<file path="config.mk">
export PLATFORM = sky130hd
export DESIGN_NAME = serial_adder
export DESIGN_NICKNAME = d
export VERILOG_FILES = /design/src/rtl/serial_adder_pkg.sv /design/src/rtl/serial_adder_full_adder.sv /design/src/rtl/serial_adder.sv
export SDC_FILE = /design/constraint.sdc
export NUM_CORES = 1
export LEC_CHECK = 0
export CAP_MARGIN = 25
export CORE_UTILIZATION = 51
export CTS_CLUSTER_SIZE = 28
export DETAILED_ROUTE_END_ITERATION = 7
export PLACE_DENSITY = 0.75
export REMOVE_ABC_BUFFERS = 1
export SETUP_SLACK_MARGIN = 0.4
export SKIP_LAST_GASP = 1
export SLEW_MARGIN = 30
export SYNTH_ARGS = -nofsm -noshare
export SYNTH_HDL_FRONTEND = slang
export SYNTH_HIERARCHICAL = 1
export SYNTH_SLANG_ARGS = --single-unit
</file>
<file path="constraint.sdc">
create_clock -name clk -period 1.85 [get_ports clk]
set_clock_uncertainty 0.15 [all_clocks]
set_input_delay 0.37 -clock clk [delete_from_list [all_inputs] [get_ports clk]]
set_output_delay 0.37 -clock clk [all_outputs]
set_load 0.05 [all_outputs]
</file>
<file path="src/rtl/serial_adder_pkg.sv">
// Shared types for the bit-serial adder.
// FSM state encoding and counter sizing helper.
package serial_adder_pkg;

  typedef enum logic [1:0] {
    IDLE,
    RUN,
    DONE
  } state_e;

  function automatic int cnt_w(input int w);
    return (w > 2) ? $clog2(w) : 1;
  endfunction

endpackage

</file>
<file path="src/rtl/serial_adder_full_adder.sv">
// One-bit full adder used as the per-bit stage
// of the serial adder.
module full_adder (
  input  logic a_i,
  input  logic b_i,
  input  logic c_i,
  output logic sum_o,
  output logic c_o
);

  assign sum_o = a_i ^ b_i ^ c_i;
  assign c_o   = (a_i & b_i) | (c_i & (a_i ^ b_i));

endmodule

</file>
<file path="src/rtl/serial_adder.sv">
// Bit-serial WIDTH-bit adder, LSB first, one bit per cycle.
// Define SERIAL_ADDER_SUB_EN to add the sub port (a - b).
module serial_adder
  import serial_adder_pkg::*;
#(
  parameter int WIDTH = 8
) (
  input  logic             clk,
  input  logic             rst_n,
  input  logic             in_valid,
  output logic             in_ready,
  input  logic [WIDTH-1:0] a,
  input  logic [WIDTH-1:0] b,
  input  logic             c_in,
`ifdef SERIAL_ADDER_SUB_EN
  input  logic             sub,
`endif
  output logic             out_valid,
  input  logic             out_ready,
  output logic [WIDTH-1:0] sum,
  output logic             c_out,
  output logic             busy
);

  localparam int CW = cnt_w(WIDTH);

  state_e           state_q, state_d;
  logic [WIDTH-1:0] a_sr_q, b_sr_q;
  logic [WIDTH-2:0] sum_sr_q;
  logic             carry_q;
  logic [CW-1:0]    cnt_q;
  logic [WIDTH-1:0] sum_q;
  logic             cout_q;

  logic             accept, last;
  logic             fa_s, fa_co;
  logic [WIDTH-1:0] b_load, res_w;
  logic             seed;

`ifdef SERIAL_ADDER_SUB_EN
  assign b_load = b ^ {WIDTH{sub}};
  assign seed   = c_in ^ sub;
`else
  assign b_load = b;
  assign seed   = c_in;
`endif

  assign accept = (state_q == IDLE) && in_valid;
  assign last   = (state_q == RUN) && (cnt_q == CW'(WIDTH - 1));

  full_adder u_fa (
    .a_i   (a_sr_q[0]),
    .b_i   (b_sr_q[0]),
    .c_i   (carry_q),
    .sum_o (fa_s),
    .c_o   (fa_co)
  );

  // sum_sr holds the low WIDTH-1 bits; the top bit comes straight from the adder
  assign res_w = {fa_s, sum_sr_q};

  always_ff @(posedge clk) begin
    if (!rst_n) state_q <= IDLE;
    else        state_q <= state_d;
  end

  always_comb begin
    state_d = state_q;
    unique case (state_q)
      IDLE:    if (in_valid)  state_d = RUN;
      RUN:     if (last)      state_d = DONE;
      DONE:    if (out_ready) state_d = IDLE;
      default:                state_d = IDLE;
    endcase
  end

  always_comb begin
    in_ready  = 1'b0;
    out_valid = 1'b0;
    busy      = 1'b0;
    unique case (state_q)
      IDLE:    in_ready  = 1'b1;
      RUN:     busy      = 1'b1;
      DONE: begin
        out_valid = 1'b1;
        busy      = 1'b1;
      end
      default: in_ready  = 1'b0;
    endcase
  end

  always_ff @(posedge clk) begin
    if (!rst_n) begin
      a_sr_q   <= '0;
      b_sr_q   <= '0;
      sum_sr_q <= '0;
      carry_q  <= 1'b0;
      cnt_q    <= '0;
      sum_q    <= '0;
      cout_q   <= 1'b0;
    end else if (accept) begin
      a_sr_q   <= a;
      b_sr_q   <= b_load;
      carry_q  <= seed;
      cnt_q    <= '0;
    end else if (state_q == RUN) begin
      a_sr_q   <= a_sr_q >> 1;
      b_sr_q   <= b_sr_q >> 1;
      sum_sr_q <= res_w[WIDTH-1:1];
      carry_q  <= fa_co;
      cnt_q    <= cnt_q + CW'(1);
      if (last) begin
        sum_q  <= res_w;
        cout_q <= fa_co;
      end
    end
  end

  assign sum   = sum_q;
  assign c_out = cout_q;

endmodule

</file>
==> flow_metrics.tcl, run 1 <==
set metrics [dict create \
    final_cell_mix "dfxtp_1, mux2i_1, nand2_1" \
    grt.total_usage_pct 24.1 \
    fin_nets 254 \
    dp_hpwl_mm 2.30 \
    synthFlopType "dfxtp_1" \
    final_area_um2 2660 \
    critPathKind "flop to flop" \
    overflow 0 \
    async_flop_share_pct 0 \
    via_count 1526 \
    die_h_um 60.3 \
    path_max_fanout 3 \
    ctsLongestPathBuffers 2 \
    mostFrequentLayoutCell "dfxtp_1" \
    hold_class "flop to flop" \
    tightest_slew_ns 0.318 \
    clkTransAtPathRegs_ns 0.11 \
    synth_cell_types 21 \
    antenna_found_initial 0 \
    rows 20 \
    drv_cap 0 \
    yosysSeqAreaShare_pct 44.0 \
    period_minus_slack_ns 1.72 \
    holdWs_ns 0.335 \
    clockRootBuffer "clkbuf_4" \
    crit_arrival_ns 1.84 \
    place_area_um2 2130 \
    place_congestion 0.741 \
    die_w_um 60.3 \
    cts_tree "done" \
    die_area_um2 3630 \
    place_ws_ns -0.0244 \
    min_period_over_period_pct 93.2 \
    slew-limit-headroom_pct 78.8 \
    drtIter0Drc 76 \
    vias_per_cell 5.69 \
    startpoint_type "flop" \
    fin_ws_ns 0.126 \
    route.detailed.drc 0 \
    clk-insertion-delay-late_ns 0.34 \
    antennaDiodeCount 0 \
    core-area_um2 3130 \
    grt_max_degree 22 \
    syn_area_um2 1730 \
    ys_warn_count 6 \
    firstDrtPassIters 4 \
    io_buffers 32 \
    ys_ff_latch 38 \
    grt_pass1_wl_mm 6.44 \
    initial_core_util_pct 55.3 \
    drt.antenna.violating_nets 0 \
    cts_sinks 38 \
    fin_util_pct 85.1 \
    grt_pass1_vias 1452 \
    syn_area_per_cell_um2 9.94 \
    synth_cells 174 \
    vdd_drop_max_v 0.00103 \
    wl_mm 5.04 \
    area_growth_pct 53.9 \
    drv_slew 0 \
    synth_edf_count 0 \
    p_per_area_nw_per_um2 1300 \
    routedWlPerCell_um 18.8 \
    rsz0062_at_grt "yes" \
    finalHoldViolations 0 \
    setup_viol 0 \
    fmax_mhz 580 \
    ios 33 \
    drive_above_1_share_pct 31.7 \
    cts_buffers 5 \
    tns_ns 0 \
    outcome "finished clean" \
    cts-htree-levels 2 \
    end_kind "flop" \
    required_ns 1.96 \
    leakagePower_nw 1.16 \
]
-- area by class of cell --
| class | count | area, um^2 |
|---|---|---|
| Clock buffer | 6 | 51.3 |
| Fill cell | 172 | 465 |
| Multi-Input combinational cell | 118 | 1030 |
| Timing Repair Buffer | 57 | 728 |
| Tap cell | 44 | 55.1 |
| Inverter | 5 | 23.8 |
| Sequential cell | 38 | 773 |
-- final timing paths --
| check | startpoint | end | slack (ns) | cells past startpoint |
|---|---|---|---|---|
| worst max-delay path | cnt_q[0]$_SDFFE_PP0N_ | state_q[0]$_SDFFE_PN0P_ | 0.13 | 6 |
| worst min-delay path | sum_sr_q[0]$_SDFFE_PN0P_ | sum[0]$_SDFFE_PN0P_ | 0.33 | 2 |
| worst max register to register | cnt_q[0]$_SDFFE_PP0N_ | state_q[0]$_SDFFE_PN0P_ | 0.13 | 6 |
| worst min register to register | sum_sr_q[0]$_SDFFE_PN0P_ | sum[0]$_SDFFE_PN0P_ | 0.33 | 2 |
-- state kept, by name (all words and copies together) (netlist names) --
register	flops
a_sr_q	8
state_q	2
sum_sr_q	7
b_sr_q	8
cnt_q	3
carry_q	1
sum	8
c_out	1
-- cells in the mapped netlist (4+ instances only) --
master | count | area, um^2
a21boi_0 | 11 | 82.6
buf_4 | 4 | 30.0
clkbuf_1 | 4 | 15.0
dfxtp_1 | 38 | 761
ha_1 | 7 | 87.6
inv_1 | 5 | 18.8
mux2i_1 | 26 | 260
nand2_1 | 24 | 90.1
nand3_1 | 9 | 45.0
nor2b_1 | 7 | 43.8
o211a_1 | 15 | 150
o21ai_0 | 9 | 45.0
-- repair_timing --
| action | CTS | global route |
|---|---|---|
| pin swaps | 6 | 14 |
| cloned | 3 | 4 |
| endpoints found under the setup margin | 41 | 45 |
| resized for setup | 45 | 31 |
| hold buffers | 0 | 0 |
| buffers inserted | 8 | 4 |
-- per-layer routing --
metal | up-vias | wire length, um | GRT usage (%)
met4 | 0 | 136 | 14.6
met1 | 742 | 2020 | 28.2
met5 | - | 0 | 0
met2 | 52 | 2630 | 40.2
li1 | 716 | - | -
met3 | 16 | 259 | 4.76
-- worst max-delay path, cell delays in order, from the launching register on --
cell      delay (ns)
dfxtp_2         0.37
ha_4            0.14
ha_4            0.17
inv_1           0.06
a222oi_1        0.36
buf_4           0.20
mux2i_1         0.21
-- power by group --
part	switching, mW	total (mW)	internal (mW)	leakage, nW
clock	0.256	0.427	0.171	0.0302
combinational	0.873	1.95	1.08	0.815
sequential	0.113	1.08	0.971	0.314
-- per-stage QoR --
| stage | cells | total power, mW |
|---|---|---|
| finish | 268 | 3.46 |
| floorplan | 161 | 1.82 |
| detailed placement | 243 | 2.25 |
| global route | 268 | 3.63 |
| global placement | 243 | 2.21 |
| CTS | 260 | 3.09 |
-- cells by family after synthesis --
kind of cell	Yosys count	share of synthesized area [%]
AOI/OAI and AO/OA	36	16.6
adders and majority gates	8	6.22
buffers and inverters	18	4.99
muxes	26	15.0
and+or+nand+nor	47	12.7
xor gates and xnor gates	1	0.506
DFF	38	44.0
(Power assumes the default switching activity.)
==> run 2: changes to the inputs <==
Settings changed: CAP_MARGIN 25 to unset.
==> results of run 2 <==
Same layout as run 1: the final DEF is identical, and so are final timing and power.
